<file path="src/rtl/queue_sensor_frontend_if.sv">
// Photocell-to-counter signal bundle for queue_sensor_frontend.
// master = gate/counter side, slave = the front-end itself.
interface queue_sensor_frontend_if;
  logic raw_a;
  logic raw_b;
  logic sensor_a;
  logic sensor_b;
  logic blocked_a;
  logic blocked_b;
  logic stuck_a;
  logic stuck_b;

  modport master (
    output raw_a, raw_b,
    input  sensor_a, sensor_b, blocked_a, blocked_b, stuck_a, stuck_b
  );

  modport slave (
    input  raw_a, raw_b,
    output sensor_a, sensor_b, blocked_a, blocked_b, stuck_a, stuck_b
  );
endinterface

</file>
<file path="src/rtl/queue_sensor_frontend.sv">
// Synchronize, debounce and serialize entry/exit photocell events into single-cycle pulses.
// Optional stuck-gate detection is built when STUCK_DETECT_EN is defined.
module queue_sensor_frontend #(
  parameter int unsigned DEB_CYCLES   = 4,
  parameter int unsigned DEB_W        = 3,
  parameter int unsigned STUCK_CYCLES = 1024,
  parameter int unsigned STUCK_W      = 11
) (
  input  logic                    clk,
  input  logic                    rst,
  queue_sensor_frontend_if.slave  bus
);

  if (DEB_CYCLES < 2 || (1 << DEB_W) <= DEB_CYCLES) begin : g_bad_deb
    $error("queue_sensor_frontend: need DEB_CYCLES >= 2 and 2**DEB_W > DEB_CYCLES");
  end
  if ((1 << STUCK_W) <= STUCK_CYCLES) begin : g_bad_stuck
    $error("queue_sensor_frontend: need 2**STUCK_W > STUCK_CYCLES");
  end

  localparam int unsigned NCH = 2;  // index 0 = gate A, 1 = gate B

  logic [NCH-1:0]   raw;
  logic [NCH-1:0]   sync1_q, sync1_d;
  logic [NCH-1:0]   sync2_q, sync2_d;
  logic [NCH-1:0]   blocked_q, blocked_d;
  logic [DEB_W-1:0] deb_cnt_q [NCH];
  logic [DEB_W-1:0] deb_cnt_d [NCH];
  logic [NCH-1:0]   fall;
  logic [NCH-1:0]   event_x;
  logic             sensor_a_q, sensor_a_d;
  logic             sensor_b_q, sensor_b_d;
  logic             pending_b_q, pending_b_d;
  logic             b_req;

  assign raw = {bus.raw_b, bus.raw_a};

  always_comb begin
    sync1_d   = raw;
    sync2_d   = sync1_q;
    blocked_d = blocked_q;
    for (int unsigned i = 0; i < NCH; i++) begin
      deb_cnt_d[i] = '0;
      if (sync2_q[i] != blocked_q[i]) begin
        if (deb_cnt_q[i] == DEB_W'(DEB_CYCLES - 1)) begin
          blocked_d[i] = sync2_q[i];
        end else begin
          deb_cnt_d[i] = deb_cnt_q[i] + 1'b1;
        end
      end
    end
    fall = blocked_q & ~blocked_d;
  end

`ifdef STUCK_DETECT_EN
  localparam logic [STUCK_W-1:0] STUCK_MAX = STUCK_W'(STUCK_CYCLES);

  logic [STUCK_W-1:0] stuck_cnt_q [NCH];
  logic [STUCK_W-1:0] stuck_cnt_d [NCH];
  logic [NCH-1:0]     stuck_q, stuck_d;

  // Counter only runs while blocked and clears on the falling edge, so stuck
  // is simply "counter has reached the limit".
  always_comb begin
    for (int unsigned i = 0; i < NCH; i++) begin
      stuck_cnt_d[i] = stuck_cnt_q[i];
      if (!blocked_q[i] || fall[i]) begin
        stuck_cnt_d[i] = '0;
      end else if (stuck_cnt_q[i] != STUCK_MAX) begin
        stuck_cnt_d[i] = stuck_cnt_q[i] + 1'b1;
      end
      stuck_d[i] = (stuck_cnt_d[i] == STUCK_MAX);
    end
    event_x = fall & ~stuck_q;
  end

  always_ff @(posedge clk or negedge rst) begin
    if (!rst) begin
      stuck_q <= '0;
      for (int unsigned i = 0; i < NCH; i++) begin
        stuck_cnt_q[i] <= '0;
      end
    end else begin
      stuck_q <= stuck_d;
      for (int unsigned i = 0; i < NCH; i++) begin
        stuck_cnt_q[i] <= stuck_cnt_d[i];
      end
    end
  end

  assign bus.stuck_a = stuck_q[0];
  assign bus.stuck_b = stuck_q[1];
`else
  assign event_x     = fall;
  assign bus.stuck_a = 1'b0;
  assign bus.stuck_b = 1'b0;
`endif

  // A always goes out immediately; a B event that collides with an A event
  // is held in pending_b and retried each cycle until A is idle.
  always_comb begin
    b_req       = event_x[1] | pending_b_q;
    sensor_a_d  = event_x[0];
    sensor_b_d  = b_req & ~event_x[0];
    pending_b_d = b_req & event_x[0];
  end

  always_ff @(posedge clk or negedge rst) begin
    if (!rst) begin
      sync1_q     <= '0;
      sync2_q     <= '0;
      blocked_q   <= '0;
      sensor_a_q  <= 1'b0;
      sensor_b_q  <= 1'b0;
      pending_b_q <= 1'b0;
      for (int unsigned i = 0; i < NCH; i++) begin
        deb_cnt_q[i] <= '0;
      end
    end else begin
      sync1_q     <= sync1_d;
      sync2_q     <= sync2_d;
      blocked_q   <= blocked_d;
      sensor_a_q  <= sensor_a_d;
      sensor_b_q  <= sensor_b_d;
      pending_b_q <= pending_b_d;
      for (int unsigned i = 0; i < NCH; i++) begin
        deb_cnt_q[i] <= deb_cnt_d[i];
      end
    end
  end

  assign bus.sensor_a  = sensor_a_q;
  assign bus.sensor_b  = sensor_b_q;
  assign bus.blocked_a = blocked_q[0];
  assign bus.blocked_b = blocked_q[1];

endmodule

</file>
<file path="src/flat_wrapper.sv">
// flat-port wrapper written by rule: the top's interface ports become plain ports
module queue_sensor_frontend_flat 
#(
  parameter int unsigned DEB_CYCLES   = 4,
  parameter int unsigned DEB_W        = 3,
  parameter int unsigned STUCK_CYCLES = 1024,
  parameter int unsigned STUCK_W      = 11
)
  (clk, rst, bus_raw_a, bus_raw_b, bus_sensor_a, bus_sensor_b, bus_blocked_a, bus_blocked_b, bus_stuck_a, bus_stuck_b);
  queue_sensor_frontend_if bus_i ();
  input  logic clk;
  input  logic rst;
  input wire logic [$bits(bus_i.raw_a)-1:0] bus_raw_a;
  input wire logic [$bits(bus_i.raw_b)-1:0] bus_raw_b;
  output wire logic [$bits(bus_i.sensor_a)-1:0] bus_sensor_a;
  output wire logic [$bits(bus_i.sensor_b)-1:0] bus_sensor_b;
  output wire logic [$bits(bus_i.blocked_a)-1:0] bus_blocked_a;
  output wire logic [$bits(bus_i.blocked_b)-1:0] bus_blocked_b;
  output wire logic [$bits(bus_i.stuck_a)-1:0] bus_stuck_a;
  output wire logic [$bits(bus_i.stuck_b)-1:0] bus_stuck_b;
  assign bus_i.raw_a = bus_raw_a;
  assign bus_i.raw_b = bus_raw_b;
  assign bus_sensor_a = bus_i.sensor_a;
  assign bus_sensor_b = bus_i.sensor_b;
  assign bus_blocked_a = bus_i.blocked_a;
  assign bus_blocked_b = bus_i.blocked_b;
  assign bus_stuck_a = bus_i.stuck_a;
  assign bus_stuck_b = bus_i.stuck_b;
  queue_sensor_frontend #(.DEB_CYCLES(DEB_CYCLES), .DEB_W(DEB_W), .STUCK_CYCLES(STUCK_CYCLES), .STUCK_W(STUCK_W)) u_core (.clk(clk), .rst(rst), .bus(bus_i));
endmodule
</file>
<file path="config.mk">
export PLATFORM = sky130hd
export DESIGN_NAME = queue_sensor_frontend_flat
export DESIGN_NICKNAME = d
export VERILOG_FILES = /design/src/rtl/queue_sensor_frontend_if.sv /design/src/rtl/queue_sensor_frontend.sv /design/src/flat_wrapper.sv
export SDC_FILE = /design/constraint.sdc
export NUM_CORES = 1
export LEC_CHECK = 0
export BUFFER_PORTS_ARGS = -buffer_cell sky130_fd_sc_hd__clkbuf_2
export CELL_PAD_IN_SITES_DETAIL_PLACEMENT = 1
export CELL_PAD_IN_SITES_GLOBAL_PLACEMENT = 1
export CORE_MARGIN = 4
export CORE_UTILIZATION = 40
export CTS_BUF_LIST = sky130_fd_sc_hd__clkbuf_4
export CTS_CLUSTER_DIAMETER = 60
export DETAILED_ROUTE_END_ITERATION = 8
export PLACE_DENSITY_LB_ADDON = 0.25
export SYNTH_ARGS = -nofsm -noshare
export SYNTH_HDL_FRONTEND = slang
export SYNTH_SLANG_ARGS = --single-unit
</file>
<file path="constraint.sdc">
create_clock -name clk -period 1.13 [get_ports clk]
set_input_delay 0.226 -clock clk [delete_from_list [all_inputs] [get_ports clk]]
set_output_delay 0.226 -clock clk [all_outputs]
set_load 0.01 [all_outputs]
</file>
---- Yosys cells after proc, flatten, opt, wreduce, memory -nomap -nowiden ----
Index checks and enable logic that the tools add are counted.
operators by class
  add/sub/neg operators ................... 2
  equal/unequal tests ..................... 4
  multiplexer cells ....................... 8
  bitwise logic cells ..................... 6
operators by type and width
  kind                                           number
  2-to-1 mux 3 bit                               4
  adder 3 x 1 -> 3 bit, second input constant    2
  == test 3 x 2 -> 1 bit, second input constant  2
  2-to-1 mux 1 bit                               4
  bitwise AND 1 bit                              2
  bitwise AND 2 bit                              1
  inequality test 1 bit                          2
  inverter 2 bit                                 1
  inverter 1 bit                                 1
  bitwise OR 1 bit                               1
storage, ports and cells
  register bits after elaboration ......... 15
  bits of input ports ..................... 4
  output and inout port bits .............. 6
  word-level logic and storage cells ...... 28

---- Longest topological paths before layout ----
  word-level depth ........................ 7
  depth in mapped cells ................... 3
  depth with buffers taken out ............ 3

---- Worst setup path after synthesis ----
No wires, ideal clock.
  kind .................................... reg-to-reg
  start point ............................. register u_core.deb_cnt_q[0] in the netlist's numbering
  end point ............................... register u_core.blocked_q[1]
  library setup time ...................... 0.125 ns
  data arrival time ....................... 0.995 ns
  data required time ...................... 1.005 ns
  slack ................................... 0.010 ns
  cell stages (with the launch flop) ...... 4
  buffers on the path ..................... 0
  clock period less this slack ............ 1.120 ns
  path through ............................ dfrtp_1 > ha_1 > nor2b_1 > mux2_2
on the way
  word-level cells in the longest chain between the ends .. 3
RTL lines
  item                              RTL line                      text
  start: declaration                queue_sensor_frontend.sv:27   logic [DEB_W-1:0] deb_cnt_q [NCH];
  start signal: indexed assignment  queue_sensor_frontend.sv:127  deb_cnt_q[i] <= deb_cnt_d[i];
  == test 3 x 2 -> 1 bit            queue_sensor_frontend.sv:45   if (deb_cnt_q[i] == DEB_W'(DEB_CYCLES - 1)) begin
  2-to-1 mux 1 bit                  queue_sensor_frontend.sv:45
  2-to-1 mux 1 bit                  queue_sensor_frontend.sv:44   if (sync2_q[i] != blocked_q[i]) begin
  net u_core.blocked_d[1]           queue_sensor_frontend.sv:26   logic [NCH-1:0] blocked_q, blocked_d;
  end signal: assignment            queue_sensor_frontend.sv:122  blocked_q <= blocked_d;
  end: declaration                  queue_sensor_frontend.sv:26
The timed path passes the listed nets, and every way through them passes these cells.

---- Worst setup path in the final report ----
  start point ............................. register u_core.deb_cnt_q[4] in the netlist's numbering
  end point ............................... register u_core.blocked_q[0]
Same word-level chain as after synthesis.

==> summary.txt <==
Global routing
  • Total grt overflow: 0
  • Largest net degree at the start of global routing: 16
  • First-pass GRT wire length: 1.59 mm
  • Vias in the first global route: 303
  • Initial antenna violation count: 0
  • Gr usage total: 11.7%

Placement
  • Hpwl dp: 696 um
  • Port-buffer cells: 7
  • GP Congestion: 0.712
  • Placed cell areas: 603 um^2

Final layout
  • Final instance area: 703 um^2
  • Final nets: 59
  • Layout cells sized above 1: 42.3%
  • ANT cells: 0
  • Post-layout util: 54.0%
  • Area grow syn2layout: 27.1%
  • Commonest non-fill, non-tap cell in the layout: dfrtp_1
  • Most frequent cells in the layout: dfrtp_1 (15), clkbuf_2 (7), clkbuf_4 (4), buf_4 (4)

Pwr
  • Worst vdd ir: 0.000932 V
  • Switch Pwr: 0.000426 W
  • Clock network power share: 21.5%
  • Switching share of power: 28.3%
  • Gate power share: 30.3%
  • PD cells: 2140 nW/um^2
  • Internal: 0.00108 W
  • Reg power frac: 48.2%
  • Static leakage: 0.335 nW

Yosys
  • Largest family of logic cells by synthesized area: simple AND/OR/NAND/NOR gates
  • Simple-Gate Fraction of Synth Area: 13.3%
  • Synth top area share: 67.9%
  • Syn Area/Cell: 14.9 um^2
  • Number of library cell types mapped by synthesis: 14
  • Post-synthesis compound-gate area fraction: 2.94%
  • Multiplexer area fraction after synthesis: 4.07%
  • Sequential element share of the synthesized area: 67.9%
  • Yosys top cell by area: dfrtp_1
  • Synth Warn #: 0
  • Area of the mapped netlist: 553 um^2
  • Seq cells post-synth: 15
  • Post-Synth Adder-Cell Area: 4.52%
  • Synth top area cells: dfrtp_1 (68%), ha_1 (4.5%), nor2b_1 (4.5%)
  • Fraction of synthesized cell area in xor and xnor cells: 3.17%
  • Syn Inst Count: 37

Min path
  • Hold Crit Start: bus_raw_a
  • Hold Crit Depth: 1
  • Hold endpoint: u_core.sync1_q[0]$_DFF_PN0_
  • Worst Hold Class: primary input to register

Clock tree
  • Worst-path clk slew: 0.08 ns
  • CTS HTree Levels: 1
  • CTS Buffer Depth: 2
  • CTS tree: yes
  • Root Buffer: clkbuf_4
  • CTS buffer count: 3
  • Worst-skew pair later-pin latency: 0.28 ns
  • Clock sink total: 15

Floorplan
  • Die area: 2040 um^2
  • Site row count: 13
  • Chip Width: 45.2 um
  • Core Area: 1300 um^2
  • Starting Density: 42.5%
  • Ports: 10
  • Die Span Y: 45.2 um

Timing
  • Final Critical Period: 1.13 ns
  • RSZ-0062 raised after global routing: true
  • Clock Skews: 0.00299 ns
  • Maximum clock rate: 888 MHz
  • Slew Viols, Final: 0
  • Final Cycle Share: 99.6%
  • WHS: 0.0489 ns
  • Setup violations, final: 0
  • Fin. Hold Viols: 0

Critical path
  • R2r worst-path depth: 3
  • Critical Path RT: 1.30 ns
  • Endpoint class of the critical path: register
  • R2r endpoint: u_core.blocked_q[0]$_DFF_PN0_
  • Worst r2r src: u_core.deb_cnt_q[4]$_DFF_PN0_
  • Crit Path Class: register to register
  • Slowest-stage cell, CP: dfrtp_1
  • Crit path launch type: register
  • Arr. time, crit path: 1.29 ns
  • Max FO, Critical Path: 3
  • Highest cell delay on the worst timing path: 0.40 ns
  • FF-to-FF setup slack: 0.004 ns
  • CP Cell Sequence: ha_4, nor2b_4, mux2_4

Job
  • Maxcap violations: 0

Detailed routing
  • # DRC: 0
  • Post-route ant nets: 0
  • Via density: 4.93
  • 1st-pass router iterations: 1
  • DRT iter0 DRCs: 0
  • Drt wl/cell: 15.4 um
  • Post-Route WL: 1.04 mm
  • Via count: 330

Status
  • Status: finished, final reports clean
-- worst max path at each step --
stage / startpoint / to / slack (ns) / cells past startpoint
final: u_core.deb_cnt_q[4]$_DFF_PN0_ / u_core.blocked_q[0]$_DFF_PN0_ / 0.004 / 3
after global routing: u_core.deb_cnt_q[0]$_DFF_PN0_ / u_core.blocked_q[1]$_DFF_PN0_ / -0.04 / 3
after CTS: u_core.deb_cnt_q[3]$_DFF_PN0_ / u_core.blocked_q[0]$_DFF_PN0_ / -0.02 / 3
after detailed placement: u_core.deb_cnt_q[3]$_DFF_PN0_ / u_core.blocked_q[0]$_DFF_PN0_ / -0.09 / 3
after global placement: u_core.deb_cnt_q[3]$_DFF_PN0_ / u_core.blocked_q[0]$_DFF_PN0_ / 0.004 / 3
after floorplan: u_core.deb_cnt_q[0]$_DFF_PN0_ / u_core.blocked_q[1]$_DFF_PN0_ / 0.01 / 3
-- power by group through the flow --
stage	logic (W)	clock network [W]	registers, W
after floorplan	0.000192	0	0.000731
after global placement	0.000290	0	0.000716
after detailed placement	0.000316	0	0.000729
after CTS	0.000367	0.000339	0.000721
after global routing	0.000504	0.000381	0.000736
final	0.000456	0.000323	0.000725
-- through the flow --
stage	cells	setup slack, ns	total power [W]	setup TNS [ns]
6_report	67	0.00420	0.00150	0
4_1_cts	64	-0.0177	0.00143	-0.0177
3_3_place_gp	59	0.00414	0.00101	0
5_1_grt	67	-0.0355	0.00162	-0.0806
2_1_floorplan	38	0.0103	0.000922	0
3_5_place_dp	59	-0.0945	0.00104	-0.151
-- synth_stat cells --
| master | instances |
|---|---|
| a21boi_2 | 1 |
| nor3b_1 | 2 |
| mux2_2 | 2 |
| conb_1 | 1 |
| ha_1 | 2 |
| buf_4 | 2 |
| xnor2_1 | 2 |
| nand4bb_1 | 1 |
| nor3_1 | 2 |
| and4bb_1 | 1 |
| nor2b_1 | 4 |
| inv_1 | 1 |
| a21oi_1 | 1 |
| dfrtp_1 | 15 |
-- what timing repair did --
item	4_1_cts	5_1_grt
pin swaps	2	1
endpoints found under the setup margin	3	4
hold buffers	1	0
hold endpoints to repair	15	0
setup buffers	0	3
gates resized for setup	8	1
-- cell type report --
cell class	instances	area (um^2)
Tap cell	15	18.8
Fill cell	132	598
Multi-Input combinational cell	20	200
Inverter	1	3.75
Clock buffer	4	30.0
Timing Repair Buffer	12	75.1
Sequential cell	15	375
-- cell families (layout without fill, tap and decap cells) --
group,count (synthesis),count (layout)
buffers and inverters,3,17
flip-flops,15,15
AND/OR/NAND/NOR,10,10
adder cells (fa/ha/maj),2,2
XOR/XNOR,2,2
multiplexers,2,2
AO/OA/AOI/OAI,2,2
other,1,2
-- critical path, delay by kind of cell, from the launching register on --
kind	cells	cell delay, ns
fa+ha+maj	1	0.16
flops	1	0.40
mux	1	0.30
simple gates	1	0.16
-- layer usage --
metal,up-vias,share of wire (%),global-route usage [%]
met5,-,0,0
met4,0,2.1,7.02
met3,2,4.6,3.59
met2,9,56,19.5
met1,169,37,12.9
li1,150,-,-
-- flip-flops by register name (all words and copies together), names as in the netlist --
register / count
u_core.blocked_q: 2
u_core.bus.sensor_a: 1
u_core.bus.sensor_b: 1
u_core.deb_cnt_q: 6
u_core.pending_b_q: 1
u_core.sync1_q: 2
u_core.sync2_q: 2
Note: power is estimated with default switching activity, not from simulation.
